<file path="src/rtl/rs232_fifo_if.sv">
// Byte-stream bundle between the RS232 receiver, the show-ahead FIFO and the transmitter.
// The master drives writes and pops; the slave (FIFO) returns data, flags and level.
// overflow/underflow exist only when RS232_FIFO_STATUS_EN is defined.
interface rs232_fifo_if #(
  parameter int WIDTH      = 8,
  parameter int DEPTH_LOG2 = 4
);

  // Write side (receiver facing)
  logic [WIDTH-1:0]    wr_data;
  logic                wren;
  logic                afull;
  logic                full;

  // Read side (transmitter facing)
  logic [WIDTH-1:0]    rd_data;
  logic                rden;
  logic                empty;
  logic [DEPTH_LOG2:0] level;

`ifdef RS232_FIFO_STATUS_EN
  logic                overflow;
  logic                underflow;

  modport master (
    output wr_data, wren, rden,
    input  afull, full, rd_data, empty, level, overflow, underflow
  );

  modport slave (
    input  wr_data, wren, rden,
    output afull, full, rd_data, empty, level, overflow, underflow
  );
`else
  modport master (
    output wr_data, wren, rden,
    input  afull, full, rd_data, empty, level
  );

  modport slave (
    input  wr_data, wren, rden,
    output afull, full, rd_data, empty, level
  );
`endif

endinterface

</file>
<file path="src/rtl/rs232_fifo.sv">
// Show-ahead byte FIFO between RS232 receiver and transmitter; optional sticky
// overflow/underflow flags enabled by RS232_FIFO_STATUS_EN.
// Latency: a write into an empty FIFO is on rd_data one edge later; pops have no bubbles.
// Backpressure: writes are dropped when full unless a pop happens in the same cycle;
// afull (level >= CAP-AFULL_MARGIN) is meant to drive ctsn_pin upstream.
module rs232_fifo #(
  parameter int DEPTH_LOG2   = 4,
  parameter int WIDTH        = 8,
  parameter int AFULL_MARGIN = 4   // legal range 1..CAP-1
) (
  input  logic        clock,
  input  logic        resetn,
  rs232_fifo_if.slave bus
);

  // Total capacity counts the output register plus the memory behind it.
  localparam int CAP       = 2 ** DEPTH_LOG2;
  localparam int MEM_DEPTH = CAP - 1;
  localparam int LW        = DEPTH_LOG2 + 1;

  typedef logic [DEPTH_LOG2-1:0] ptr_t;
  typedef logic [LW-1:0]         lvl_t;
  typedef logic [WIDTH-1:0]      dat_t;

  localparam lvl_t LVL_CAP   = lvl_t'(CAP);
  localparam lvl_t LVL_AFULL = lvl_t'(CAP - AFULL_MARGIN);
  // The memory holds CAP-1 slots, so the pointers wrap one short of 2**DEPTH_LOG2.
  localparam ptr_t PTR_LAST  = ptr_t'(MEM_DEPTH - 1);

  // State
  dat_t mem_q [MEM_DEPTH];
  dat_t mem_d [MEM_DEPTH];
  ptr_t wr_ptr_q, wr_ptr_d;
  ptr_t rd_ptr_q, rd_ptr_d;
  dat_t out_data_q, out_data_d;
  logic out_valid_q, out_valid_d;
  lvl_t level_q, level_d;
  logic full_q, full_d;
  logic afull_q, afull_d;

  // Decode
  logic rd_acc;
  logic wr_acc;
  lvl_t mem_cnt;
  logic mem_empty;
  logic out_free;
  logic load_mem;
  logic bypass;
  logic mem_wr;

  // Accept decisions and routing, all derived from registered flags only.
  always_comb begin
    rd_acc    = bus.rden & out_valid_q;
    wr_acc    = bus.wren & (~full_q | rd_acc);
    // Entries in memory = total level minus the one parked in the output register.
    mem_cnt   = level_q - lvl_t'(out_valid_q);
    mem_empty = (mem_cnt == '0);
    // The output register can take a new entry if it is empty or being popped now.
    out_free  = ~out_valid_q | rd_acc;
    load_mem  = out_free & ~mem_empty;
    // With nothing queued in memory, incoming data skips it and falls straight through.
    bypass    = out_free & mem_empty & wr_acc;
    mem_wr    = wr_acc & ~bypass;
  end

  // Next state for output register, pointers, level and flags.
  always_comb begin
    out_data_d  = out_data_q;
    out_valid_d = out_valid_q;
    wr_ptr_d    = wr_ptr_q;
    rd_ptr_d    = rd_ptr_q;

    if (load_mem) begin
      out_data_d  = mem_q[rd_ptr_q];
      out_valid_d = 1'b1;
      rd_ptr_d    = (rd_ptr_q == PTR_LAST) ? '0 : rd_ptr_q + ptr_t'(1);
    end else if (bypass) begin
      out_data_d  = bus.wr_data;
      out_valid_d = 1'b1;
    end else if (rd_acc) begin
      // Last entry popped; rd_data keeps its stale value but empty rises.
      out_valid_d = 1'b0;
    end

    if (mem_wr) begin
      wr_ptr_d = (wr_ptr_q == PTR_LAST) ? '0 : wr_ptr_q + ptr_t'(1);
    end

    level_d = level_q + lvl_t'(wr_acc) - lvl_t'(rd_acc);
    full_d  = (level_d == LVL_CAP);
    afull_d = (level_d >= LVL_AFULL);
  end

  // Memory write data; when full with a simultaneous pop the slot being read is
  // also the slot being written, which is safe because the read above sees the old value.
  always_comb begin
    for (int i = 0; i < MEM_DEPTH; i++) begin
      mem_d[i] = mem_q[i];
    end
    if (mem_wr) begin
      mem_d[wr_ptr_q] = bus.wr_data;
    end
  end

  // Storage array: contents are don't-care after reset, so it carries no reset.
  always_ff @(posedge clock) begin
    for (int i = 0; i < MEM_DEPTH; i++) begin
      mem_q[i] <= mem_d[i];
    end
  end

  // Control and output registers, cleared by the asynchronous reset.
  always_ff @(posedge clock or negedge resetn) begin
    if (!resetn) begin
      wr_ptr_q    <= '0;
      rd_ptr_q    <= '0;
      out_data_q  <= '0;
      out_valid_q <= 1'b0;
      level_q     <= '0;
      full_q      <= 1'b0;
      afull_q     <= 1'b0;
    end else begin
      wr_ptr_q    <= wr_ptr_d;
      rd_ptr_q    <= rd_ptr_d;
      out_data_q  <= out_data_d;
      out_valid_q <= out_valid_d;
      level_q     <= level_d;
      full_q      <= full_d;
      afull_q     <= afull_d;
    end
  end

  assign bus.rd_data = out_data_q;
  assign bus.empty   = ~out_valid_q;
  assign bus.level   = level_q;
  assign bus.full    = full_q;
  assign bus.afull   = afull_q;

`ifdef RS232_FIFO_STATUS_EN
  logic overflow_q, overflow_d;
  logic underflow_q, underflow_d;

  // Sticky error flags: a dropped write or a pop with nothing to pop.
  always_comb begin
    overflow_d  = overflow_q  | (bus.wren & full_q & ~bus.rden);
    underflow_d = underflow_q | (bus.rden & ~out_valid_q);
  end

  // Sticky flag registers, cleared only by reset.
  always_ff @(posedge clock or negedge resetn) begin
    if (!resetn) begin
      overflow_q  <= 1'b0;
      underflow_q <= 1'b0;
    end else begin
      overflow_q  <= overflow_d;
      underflow_q <= underflow_d;
    end
  end

  assign bus.overflow  = overflow_q;
  assign bus.underflow = underflow_q;
`endif

endmodule

</file>
<file path="src/flat_wrapper.sv">
// flat-port wrapper written by rule: the top's interface ports become plain ports
module rs232_fifo_flat 
#(
  parameter int DEPTH_LOG2   = 4,
  parameter int WIDTH        = 8,
  parameter int AFULL_MARGIN = 4                          
)
  (clock, resetn, bus_wr_data, bus_wren, bus_rden, bus_afull, bus_full, bus_rd_data, bus_empty, bus_level);
  rs232_fifo_if #(.WIDTH(WIDTH), .DEPTH_LOG2(DEPTH_LOG2)) bus_i ();
  input  logic clock;
  input  logic resetn;
  input wire logic [$bits(bus_i.wr_data)-1:0] bus_wr_data;
  input wire logic [$bits(bus_i.wren)-1:0] bus_wren;
  input wire logic [$bits(bus_i.rden)-1:0] bus_rden;
  output wire logic [$bits(bus_i.afull)-1:0] bus_afull;
  output wire logic [$bits(bus_i.full)-1:0] bus_full;
  output wire logic [$bits(bus_i.rd_data)-1:0] bus_rd_data;
  output wire logic [$bits(bus_i.empty)-1:0] bus_empty;
  output wire logic [$bits(bus_i.level)-1:0] bus_level;
  assign bus_i.wr_data = bus_wr_data;
  assign bus_i.wren = bus_wren;
  assign bus_i.rden = bus_rden;
  assign bus_afull = bus_i.afull;
  assign bus_full = bus_i.full;
  assign bus_rd_data = bus_i.rd_data;
  assign bus_empty = bus_i.empty;
  assign bus_level = bus_i.level;
  rs232_fifo #(.DEPTH_LOG2(DEPTH_LOG2), .WIDTH(WIDTH), .AFULL_MARGIN(AFULL_MARGIN)) u_core (.clock(clock), .resetn(resetn), .bus(bus_i));
endmodule
</file>
<file path="config.mk">
export PLATFORM = sky130hd
export DESIGN_NAME = rs232_fifo_flat
export DESIGN_NICKNAME = d
export VERILOG_FILES = /design/src/rtl/rs232_fifo_if.sv /design/src/rtl/rs232_fifo.sv /design/src/flat_wrapper.sv
export SDC_FILE = /design/constraint.sdc
export NUM_CORES = 1
export LEC_CHECK = 0
export ABC_CLOCK_PERIOD_IN_PS = 2850
export BUFFER_PORTS_ARGS = -buffer_cell sky130_fd_sc_hd__buf_2
export CAP_MARGIN = 10
export CORE_MARGIN = 2
export CORE_UTILIZATION = 55
export CTS_CLUSTER_SIZE = 12
export DETAILED_ROUTE_END_ITERATION = 10
export GPL_TIMING_DRIVEN = 0
export PLACE_DENSITY = 0.81
export SLEW_MARGIN = 20
export SYNTH_ARGS = -nofsm -noshare
export SYNTH_HDL_FRONTEND = slang
export SYNTH_SLANG_ARGS = --single-unit
</file>
<file path="constraint.sdc">
create_clock -name clock -period 2.85 [get_ports clock]
set_clock_uncertainty 0.2 [all_clocks]
set_input_delay 0 -clock clock [delete_from_list [all_inputs] [get_ports clock]]
set_output_delay 0 -clock clock [all_outputs]
set_load 0.05 [all_outputs]
</file>
# Word level (Yosys, flattened, before mapping)
# Memory sizes are Yosys's and may differ from the RTL's.
# Index checks and enable logic that the tools add are counted.
# op_classes
n_bitwise,13
n_eq_ne,3
addsub,5
n_lt_le_gt_ge,3
mux,11
reduce_logical,4
# op_table
op,n
$bwmux W120,1
$mux W120,1
$demux W8 S4,1
$mux W8,3
$sub A5 B1 Y5,2
$add A4 B1 Y4 const B,2
$eq A4 B4 Y1 const B,2
$mux W4,2
$and A1 B1 Y1,6
$add A5 B1 Y5,1
$eq A5 B5 Y1 const B,1
$ge A5 B4 Y1 const B,1
$ge A5 B5 Y1 const B,1
$logic_not A5 Y1,1
$lt A5 B1 Y1 const B,1
$not A4 Y5,1
$not A1 Y1,4
$mux W1,3
$reduce_bool A3 Y1,1
$or A1 B1 Y1,2
$reduce_bool A2 Y1,1
$logic_and A1 B1 Y1,1
# word_totals
ramBits,120
memories,1
out_inout_bits,16
ff_bits,24
elab_cells,47
# mem_list
name,depth,width,rd,rd_clocked_by_memory_dff,wr,line,text
u_core.mem_q,15,8,16,0,15,rs232_fifo.sv:31,dat_t mem_q [MEM_DEPTH];

# Logic depth before layout (Yosys ltp)
# Gate-level depths: netlist (run 1).
# depth
depth_word,7
mapped_depth,11
mapped_depth_nobuf,11

# Worst setup path after synthesis (run 1)
# OpenSTA, ideal clock, no wires.
# synth_path
path_kind,reg-to-reg
startpoint,register u_core.bus.level[1] (netlist name)
endpoint,"memory u_core.mem_q[6][0] (netlist name), enable pin"
required_ns,2.255
n_path_buf,1
path_stages_with_launch,9
setup_time_ns,0.395
arrival_ns,2.689
path_slack_ns,-0.433
cell_sequence,dfrtp_1 inv_1 ha_1 nand2b_4 a21oi_2 o211ai_2 o31ai_4 buf_6 nor4_1
# synth_rtl
element,line
to (decl),rs232_fifo.sv:31

==> metrics.txt, run 1 <==
status complete, no violations; Nets 479; Area after DPL 6680 um^2; Yosys cell types 54; most used routing layer met2; largest net degree at the start of global routing 25; Final Util 0.697; # H-tree levels 4; Cell Rows 38; Port Buffer Count 27; CP arrival 2730 ps; met1 global-route usage 0.343; synthesized cell area 6230 um^2; Worst-Skew Late Latency 420 ps; R2R setup slack 90 ps; synthesized instance count 384; first-pass GRT wire length 23,000 um; gr usage total 0.253; crit-path cells inv_1, ha_1, nand2b_4, a21oi_2, o211ai_2, o31ai_4, buf_6, nor4_4, buf_4; GRT overflow 0; Area contributors post-synth edfxtp_1, dfrtp_1, mux4_2, ha_1, inv_1; fmax 0.362 GHz; layout cell share with drive strength beyond 1 0.293; Finish-stage setup viols 0; Area Growth Syn to Fin 22.2%; post-synthesis sequential area ratio 0.674; Synth Flop Type edfxtp_1; Starting Density 0.570; Crit-path slowest cell o31ai_4; worst-case clock buffer depth 2; Final Total Pwr 0.00869 W; Synth area leader edfxtp_1; Leak Pwr 2.69 nW; YS warnings 0; routability congestion estimate 0.888; ANT nets after route 0; crit path kind reg -> reg; DP HPWL 8840 um; min Tclk post-route 2760 ps; Hold WC Path Type in -> reg; multi-input logic area 2000 um^2; via count 3,953; fillers 671; DRT Pass-1 Iters 8; crit end category flop; die width 110 um; met2 usage 0.413; headroom to the max-slew limit 0.557; Core ar. 10,900 um^2; post-synth top area share 0.578; initial drt markers 630; DRC violations left 0; I/O pins 28; max incr delay on CP 500 ps; syn_nets 407; WP buf/inv 3; critical-path maximum fanout 10; Yosys reg bits 144; Max Transition Viols Final 0; Finished Layout Cells 607; # diodes 0; clk root buf clkbuf_16; Tcrit/Tclk final 0.970; critical path's top delay family compound AO/OA/AOI/OAI gates; Synth async-reset ratio 0.167; Cell Pwr Density 1140 nW/um^2; WHS 340 ps; Avg Vias per Cell 6.51; initial antenna violation count 0; Num CTS Buffers 17; Post-synth EDFFs 120; Synth top cells by count edfxtp_1, dfrtp_1, inv_1; Req. time, crit path 2810 ps; clk sinks 144; Slew @ Worst Pin 664 ps; Finished Cell Area 7620 um^2; drt wl/cell 24.8 um; CTS clk-pin slew, worst paths 60 ps; CTS tree yes; vias in the first global route 3,857; final wirelength 15,100 um; Die Y 110 um; top-count cell post-synth edfxtp_1; GR Layer Usage met3 0.0472; maximum vdd drop 1160 uV; Storage cell area 4200 um^2; Inst Count DP 557; crit path launch type flop; final hold viol count 0; die area 12,200 um^2; Max-Cap Viols 0; Avg Inst Size Synth 16.2 um^2
-- power breakdown --
group / switching [W] / internal (W) / total, W
combinational: 0.00233 / 0.00127 / 0.00360
clock: 0.000808 / 0.00144 / 0.00225
sequential: 0.000189 / 0.00265 / 0.00283
total: 0.00333 / 0.00536 / 0.00869
-- final cells by class --
type | instances | share of cell area
plain buffers | 24 | 0.0186
clock buffers | 18 | 0.0563
clock inverters | 12 | 0.0222
inverters | 24 | 0.0118
multi-input cells | 192 | 0.262
flip-flops and latches | 144 | 0.552
well taps | 140 | 0.0230
repair buffers | 53 | 0.0542
-- kinds of logic (layout without fill, tap and decap cells) --
kind of cell	after synthesis	count (layout)	synth area share
XOR/XNOR	7	7	0.0110
adder cells (fa/ha/maj)	11	11	0.0233
AO/OA/AOI/OAI	72	72	0.0911
AND/OR/NAND/NOR	71	71	0.0632
buffers and inverters	48	131	0.0369
flip-flops	144	144	0.674
multiplexers	31	31	0.100
-- path summary, 6_finish.rpt --
path,startpoint,to,cells after the start
min in group asynchronous,resetn,u_core.bus.afull$_DFF_PN0_,4
worst max register to register,u_core.bus.level[2]$_DFF_PN0_,u_core.mem_q[8][0]$_DFFE_PP_,9
worst min register to register,u_core.bus.rd_data[7]$_DFFE_PN0P_,u_core.bus.rd_data[7]$_DFFE_PN0P_,2
worst min-delay path,bus_wr_data[1],u_core.mem_q[8][1]$_DFFE_PP_,2
max in group asynchronous,resetn,u_core.rd_ptr_q[2]$_DFFE_PN0P_,4
worst max-delay path,u_core.bus.level[2]$_DFF_PN0_,u_core.mem_q[8][0]$_DFFE_PP_,9
-- state kept, by name (all words and copies together), names as in the netlist --
register and count:
u_core.bus.full 1, u_core.out_valid_q 1, u_core.bus.afull 1, u_core.bus.level 5, u_core.mem_q 120, u_core.rd_ptr_q 4, u_core.wr_ptr_q 4, u_core.bus.rd_data 8
-- timing repair --
action | in CTS | in global routing
setup buffers | 1 | 6
resized for setup | 7 | 14
endpoints found under the hold margin | 153 | 0
endpoints found under the setup margin | 87 | 87
hold buffers | 13 | 0
pin swaps | 3 | 10
-- layout by cell type (no fill, tap or decap), types with 5 or more instances in the layout --
master           n
xnor2_1          6
buf_6            6
nor2b_1          7
a31oi_1          6
o221ai_1        10
clkbuf_1        10
dlygate4sd3_1   12
a211oi_1         8
nor4_4           7
nand4_1          7
nor3_4           7
nand2b_1         6
clkbuf_16       17
o211ai_1         9
inv_1           24
dfrtp_1         24
a41oi_1          5
o22ai_1          5
nor2_1           5
and2_1           7
ha_1            10
edfxtp_1       120
nand2_1         16
buf_4            8
o21ai_0          8
mux4_2          23
buf_2           36
-- per-layer routing --
layer / vias up / routed length [um]
met5: - / 0
met4: 0 / 471
met3: 45 / 1320
met2: 258 / 7500
met1: 1980 / 5780
li1: 1670 / -
-- stage by stage --
stage | TNS [ps] | worst slack (ps)
2_1_floorplan | -14250 | -297
3_3_place_gp | -38390 | -989
3_5_place_dp | -10680 | -273
4_1_cts | -1500 | -114
5_1_grt | -8.09 | -5.43
6_report | 0 | 85.1
(Power assumes the default switching activity.)
==> run 2: changes to the inputs <==
- ABC_AREA: not set -> 1
==> metrics.txt, run 2 <==
Max Transition Viols Final 0 (unchanged); Avg Inst Size Synth 10.4 um^2 (was 16.2 um^2); register with the most flip-flops u_core.mem_q (unchanged); Finish-stage setup viols 0 (unchanged); clk root buf clkbuf_16 (unchanged); # diodes 0 (unchanged); fmax 0.360 GHz (was 0.362 GHz); maximum vdd drop 782 uV (was 1160 uV); routability congestion estimate 0.867 (was 0.888); critical path capture point u_core.mem_q[11][0]$_DFFE_PP_ (was u_core.mem_q[8][0]$_DFFE_PP_); Synth Flop Type edfxtp_1 (unchanged); initial drt markers 501 (was 630); min Tclk post-route 2780 ps (was 2760 ps); Tcrit/Tclk final 0.975 (was 0.970); Cell Rows 39 (was 38); Synth area leader edfxtp_1 (unchanged); first-pass GRT wire length 23,800 um (was 23,000 um); Port Buffer Count 27 (unchanged); Synth async-reset ratio 0.167 (unchanged); clk sinks 144 (unchanged); crit end category flop (unchanged); initial antenna violation count 0 (unchanged); DP HPWL 9830 um (was 8840 um); reg-to-reg endpoint u_core.mem_q[11][0]$_DFFE_PP_ (was u_core.mem_q[8][0]$_DFFE_PP_); Area after DPL 6830 um^2 (was 6680 um^2); # H-tree levels 4 (unchanged); crit path kind reg -> reg (unchanged); GRT overflow 0 (unchanged); Area Growth Syn to Fin 16.5% (was 22.2%); post-synth top area share 0.559 (was 0.578); WHS 272 ps (was 340 ps); post-CTS setup buffers 0 (was 1); die width 112 um (was 110 um); Final Total Pwr 0.00818 W (was 0.00869 W); DRC violations left 0 (unchanged); Synth top cells by count nand2_1, edfxtp_1, inv_1, nand3_1, nor2_1 (was edfxtp_1, dfrtp_1, inv_1); vias in the first global route 4,565 (was 3,857); syn_nets 645 (was 407); crit path launch type flop (unchanged); die area 12,600 um^2 (was 12,200 um^2); commonest non-fill, non-tap cell in the layout nand2_1 (was edfxtp_1); R2R setup slack 70 ps (was 90 ps); worst setup path start u_core.bus.level[2]$_DFF_PN0_ (unchanged); Leak Pwr 3.11 nW (was 2.69 nW); post-synthesis sequential area ratio 0.652 (was 0.674); Die Y 112 um (was 110 um); gr usage total 0.250 (was 0.253); Num CTS Buffers 17 (unchanged); top-count cell post-synth nand2_1 (was edfxtp_1); Starting Density 0.565 (was 0.570); Req. time, crit path 2700 ps (was 2810 ps); largest net degree at the start of global routing 25 (unchanged); Core ar. 11,400 um^2 (was 10,900 um^2); Post-synth EDFFs 120 (unchanged); ANT nets after route 0 (unchanged); Finished Layout Cells 838 (was 607); Finished Cell Area 7510 um^2 (was 7620 um^2); drt wl/cell 17.8 um (was 24.8 um); YS warnings 0 (unchanged); Nets 705 (was 479); Hold WC Path Type reg -> reg (was in -> reg); status complete, no violations (unchanged); final wirelength 14,900 um (was 15,100 um); Inst Count DP 792 (was 557); synthesized cell area 6450 um^2 (was 6230 um^2); synthesized instance count 622 (was 384); R2R Path Start u_core.bus.level[2]$_DFF_PN0_ (unchanged); CTS clk-pin slew, worst paths 50 ps (was 60 ps); Cell Pwr Density 1090 nW/um^2 (was 1140 nW/um^2); highest-count cells in the layout ignoring fill and taps nand2_1, edfxtp_1, inv_1, nand3_1, nor2_1 (was edfxtp_1, buf_2, inv_1, dfrtp_1, mux4_2); headroom to the max-slew limit 0.464 (was 0.557); Yosys reg bits 144 (unchanged); via count 4,646 (was 3,953); Avg Vias per Cell 5.54 (was 6.51); layout cell share with drive strength beyond 1 0.158 (was 0.293); CTS tree yes (unchanged); max reg flops 120 (unchanged); Yosys cell types 37 (was 54); Area contributors post-synth edfxtp_1, nand2_1, dfrtp_1, nand3_1, inv_1 (was edfxtp_1, dfrtp_1, mux4_2, ha_1, inv_1); Slew @ Worst Pin 799 ps (was 664 ps); Max-Cap Viols 0 (unchanged); DRT Pass-1 Iters 5 (was 8); CP arrival 2630 ps (was 2730 ps); critical-path maximum fanout 10 (unchanged); min-delay src u_core.bus.rd_data[0]$_DFFE_PN0P_ (was bus_wr_data[1]); final hold viol count 0 (unchanged); worst slack, placed -240 ps (was -273 ps); Worst-Skew Late Latency 430 ps (was 420 ps); worst-case clock buffer depth 2 (unchanged); RSZ-0062 raised after global routing yes; final worst setup slack 71.6 ps (was 85.1 ps); I/O pins 28 (unchanged); R2R cell count 11 (was 9)
[run 2: cell types whose count changed after synthesis, moves of 8 or more]
| cell | before | now |
|---|---|---|
| nand2_1 | 16 | 198 |
| nand3_1 | 1 | 53 |
| nor2_1 | 5 | 53 |
| inv_1 | 24 | 53 |
| mux4_2 | 23 | 0 |
| o221ai_1 | 10 | 0 |
| a211oi_1 | 8 | 0 |
| a21oi_1 | 3 | 11 |
| nor4_1 | 8 | 0 |
[run 2: what timing repair did]
item                                    4_1_cts  5_1_grt
endpoints found under the setup margin       16       60
endpoints found under the hold margin       157        0
cloned                                        0        0
hold buffers                                 14        0
gates resized for setup                       2        3
[run 2: routing by layer]
layer | vias to the layer above | track usage | wire length [um]
met5 | - | 0 | 0
met4 | 0 | 0.0959 | 437
met3 | 39 | 0.0675 | 1310
met2 | 237 | 0.409 | 7260
met1 | 2184 | 0.323 | 5900
li1 | 2186 | - | -
[run 2: worst min path at each step]
stage                                         to  slack (ps)  cells after the start
2_1_floorplan         u_core.bus.afull$_DFF_PN0_        -500                      0
3_3_place_gp      u_core.wr_ptr_q[1]$_DFFE_PN0P_        -190                      1
3_5_place_dp      u_core.wr_ptr_q[3]$_DFFE_PN0P_        -170                      1
4_1_cts        u_core.bus.rd_data[0]$_DFFE_PN0P_         280                      2
5_1_grt        u_core.bus.rd_data[2]$_DFFE_PN0P_         300                      2
6_report       u_core.bus.rd_data[0]$_DFFE_PN0P_         270                      2
[run 2: cells by family (layout without fill, tap and decap cells)]
| logic type | count (synthesis) | count (layout) | share of synthesized area |
|---|---|---|---|
| buffers and inverters | 84 | 157 | 0.0595 |
| flip-flops | 144 | 144 | 0.652 |
| adder cells (fa/ha/maj) | 11 | 11 | 0.0225 |
| AO/OA/AOI/OAI | 30 | 30 | 0.0289 |
| AND/OR/NAND/NOR | 347 | 347 | 0.229 |
| XOR/XNOR | 6 | 6 | 0.00815 |
[run 2: layout make-up]
type | count | area [um^2]
Clock buffer | 25 | 475
Buffer | 25 | 158
Clock inverter | 7 | 37.5
Tap cell | 143 | 179
Sequential cell | 144 | 4200
Fill cell | 826 | 3910
Multi-Input combinational cell | 394 | 1950
Inverter | 59 | 226
Timing Repair Buffer | 41 | 285
[run 2: critical path: stages (launching register included)]
cell and delay, ps:
dfrtp_1 420, inv_1 190, ha_1 200, nand2_2 60, nand2_1 50, nand2_1 50
nand2_2 80, nor2_4 50, nand2_4 130, o21ai_4 120, buf_4 220, nor3_2 620
[run 2: report_power, final]
part	switching [W]	internal, W	leakage (nW)
Clock	0.000796	0.00115	0.255
Combinational	0.00245	0.000997	1.49
Sequential	0.000150	0.00264	1.37
[run 2: per-stage QoR]
stage,setup TNS (ps),util
after global routing,-1810,0.658
final,0,0.658
after detailed placement,-3470,0.598
after floorplan,-2740,-
after CTS,0,0.657
after global placement,-13540,0.595
==> run 3: changes to the inputs <==
- CORE_UTILIZATION: 55 -> 24
- PLACE_DENSITY: 0.81 -> 0.45
==> metrics.txt, run 3 (same netlist as run 2, synthesis figures left out) <==
status complete, no violations (unchanged); Nets 707 (was 705); Area Growth Syn to Fin 20.7% (was 16.5%); post-CTS setup buffers 0 (unchanged); Inst Count DP 992 (was 792); Finished Cell Area 7780 um^2 (was 7510 um^2); Port Buffer Count 27 (unchanged); Num CTS Buffers 17 (unchanged); via count 4,378 (was 4,646); largest net degree at the start of global routing 25 (unchanged); DP HPWL 11,800 um (was 9830 um); DRT Pass-1 Iters 4 (was 5); Hold WC Path Type reg -> reg (unchanged); WP buf/inv 2 (unchanged); initial drt markers 376 (was 501); Clock Power Share 0.238 (was 0.237); Leak Pwr 3.12 nW (was 3.11 nW); Seq pwr share 0.335 (was 0.341); Finished Layout Cells 1,038 (was 838); Max Transition Viols Final 0 (unchanged); drt wl/cell 16.9 um (was 17.8 um); combinational fraction of design power 0.427 (was 0.422); ANT nets after route 0 (unchanged); # diodes 0 (unchanged); die area 28,200 um^2 (was 12,600 um^2); Avg Vias per Cell 4.22 (was 5.54); initial antenna violation count 0 (unchanged); Req. time, crit path 2700 ps (about the same); Tcrit/Tclk final 0.983 (was 0.975); DRC violations left 0 (unchanged); headroom to the max-slew limit 0.416 (was 0.464); first-pass GRT wire length 26,300 um (was 23,800 um); die width 168 um (was 112 um); P_int 0.00474 W (was 0.00478 W); crit path launch type flop (unchanged); I/O pins 28 (unchanged); Slew @ Worst Pin 871 ps (was 799 ps); register with the most flip-flops u_core.mem_q (unchanged); Cell Pwr Density 1070 nW/um^2 (was 1090 nW/um^2); gr usage total 0.129 (was 0.250); Crit-path slowest cell nor3_2 (unchanged); worst-case clock buffer depth 2 (unchanged); Area after DPL 7090 um^2 (was 6830 um^2); crit-path cells inv_1, ha_1, nand2_2, nand2_1, nand2_1, nand2_2, nor2_4, nand2_4, o21ai_4, buf_4, nor3_2 (unchanged); fmax 0.357 GHz (was 0.360 GHz); crit end category flop (unchanged); maximum vdd drop 364 uV (was 782 uV); highest-count cells in the layout ignoring fill and taps nand2_1, edfxtp_1, inv_1, nand3_1, nor2_1 (unchanged); CTS clk-pin slew, worst paths 60 ps (was 50 ps); CTS tree yes (unchanged); commonest non-fill, non-tap cell in the layout nand2_1 (unchanged); Core ar. 26,700 um^2 (was 11,400 um^2); final worst setup slack 49.3 ps (was 71.6 ps); Die Y 168 um (was 112 um); switching power 0.00358 W (was 0.00340 W); clk sinks 144 (unchanged); final wirelength 17,500 um (was 14,900 um); CP arrival 2650 ps (was 2630 ps); max reg flops 120 (unchanged); clk root buf clkbuf_16 (unchanged); RSZ-0062 raised after global routing yes (unchanged); worst slack, placed -234 ps (was -240 ps); critical path's top delay family simple AND/OR/NAND/NOR gates (unchanged); vias in the first global route 4,342 (was 4,565); routability congestion estimate 0.784 (was 0.867); GRT overflow 0 (unchanged); crit path kind reg -> reg (unchanged); Starting Density 0.242 (was 0.565); # H-tree levels 4 (unchanged); Finish-stage setup viols 0 (unchanged); sw frac 0.430 (was 0.415); Cell Rows 60 (was 39); Worst-Skew Late Latency 430 ps (about the same); Max-Cap Viols 0 (unchanged); final hold viol count 0 (unchanged); max incr delay on CP 670 ps (was 620 ps); min Tclk post-route 2800 ps (was 2780 ps); layout cell share with drive strength beyond 1 0.162 (was 0.158); critical-path maximum fanout 10 (unchanged)
==> run 3: power groups by stage <==
stage	Combinational (W)	Clock, W	Sequential, W
after floorplan	0.00207	0	0.00319
after global placement	0.00352	0	0.00283
after detailed placement	0.00355	0	0.00283
after CTS	0.00359	0.00203	0.00279
after global routing	0.00396	0.00211	0.00283
final	0.00356	0.00198	0.00279
==> run 3: worst register-to-register path, delay by kind of cell, from the launching register on <==
family | cells | cell delay [ps]
buffers and inverters | 2 | 400
AO/OA/AOI/OAI | 1 | 110
AND/OR/NAND/NOR | 7 | 1110
flip-flops | 1 | 420
adder cells (fa/ha/maj) | 1 | 200
==> run 3: final timing paths <==
path                                                endpoint  depth (start not counted)                              start  slack [ps]
max                            u_core.mem_q[12][0]$_DFFE_PP_                         11      u_core.bus.level[2]$_DFF_PN0_          50
min                        u_core.bus.rd_data[2]$_DFFE_PN0P_                          2  u_core.bus.rd_data[2]$_DFFE_PN0P_         280
max reg2reg                    u_core.mem_q[12][0]$_DFFE_PP_                         11      u_core.bus.level[2]$_DFF_PN0_          50
min reg2reg                u_core.bus.rd_data[2]$_DFFE_PN0P_                          2  u_core.bus.rd_data[2]$_DFFE_PN0P_         280
max in group asynchronous  u_core.bus.rd_data[7]$_DFFE_PN0P_                          4                             resetn        1880
min in group asynchronous     u_core.wr_ptr_q[0]$_DFFE_PN0P_                          4                             resetn         410
==> run 3: what timing repair did <==
action                                  4_1_cts  5_1_grt
endpoints found under the setup margin       16       72
endpoints found under the hold margin       157        0
hold buffers                                 14        0
pin swaps                                     0        0
gates resized for setup                       2        2
==> run 3: cell type report <==
cell class / instances / area [um^2]
plain buffers: 25 / 158
clock buffers: 18 / 429
clock inverters: 14 / 91.3
fillers: 2760 / 18900
inverters: 59 / 226
multi-input cells: 394 / 1950
flip-flops and latches: 144 / 4200
well taps: 341 / 427
repair buffers: 43 / 300
==> run 3: through the flow <==
step                       util  total power (W)  setup TNS, ps  hold slack, ps
after floorplan               -          0.00526          -2740            -496
after global placement    0.264          0.00635         -25070            -135
after detailed placement  0.266          0.00638          -1870            -131
after CTS                 0.292          0.00841              0             281
after global routing      0.292          0.00891          -5140             308
final                     0.292          0.00832              0             281
==> run 3: routing by layer <==
layer | share of wire | wire, um | up-vias | GRT usage
met5 | 0 | 0 | - | 0
met1 | 0.47 | 8210 | 2088 | 0.173
met2 | 0.47 | 8320 | 86 | 0.209
met4 | 0.013 | 231 | 0 | 0.0484
met3 | 0.043 | 756 | 16 | 0.0235
li1 | - | - | 2188 | -
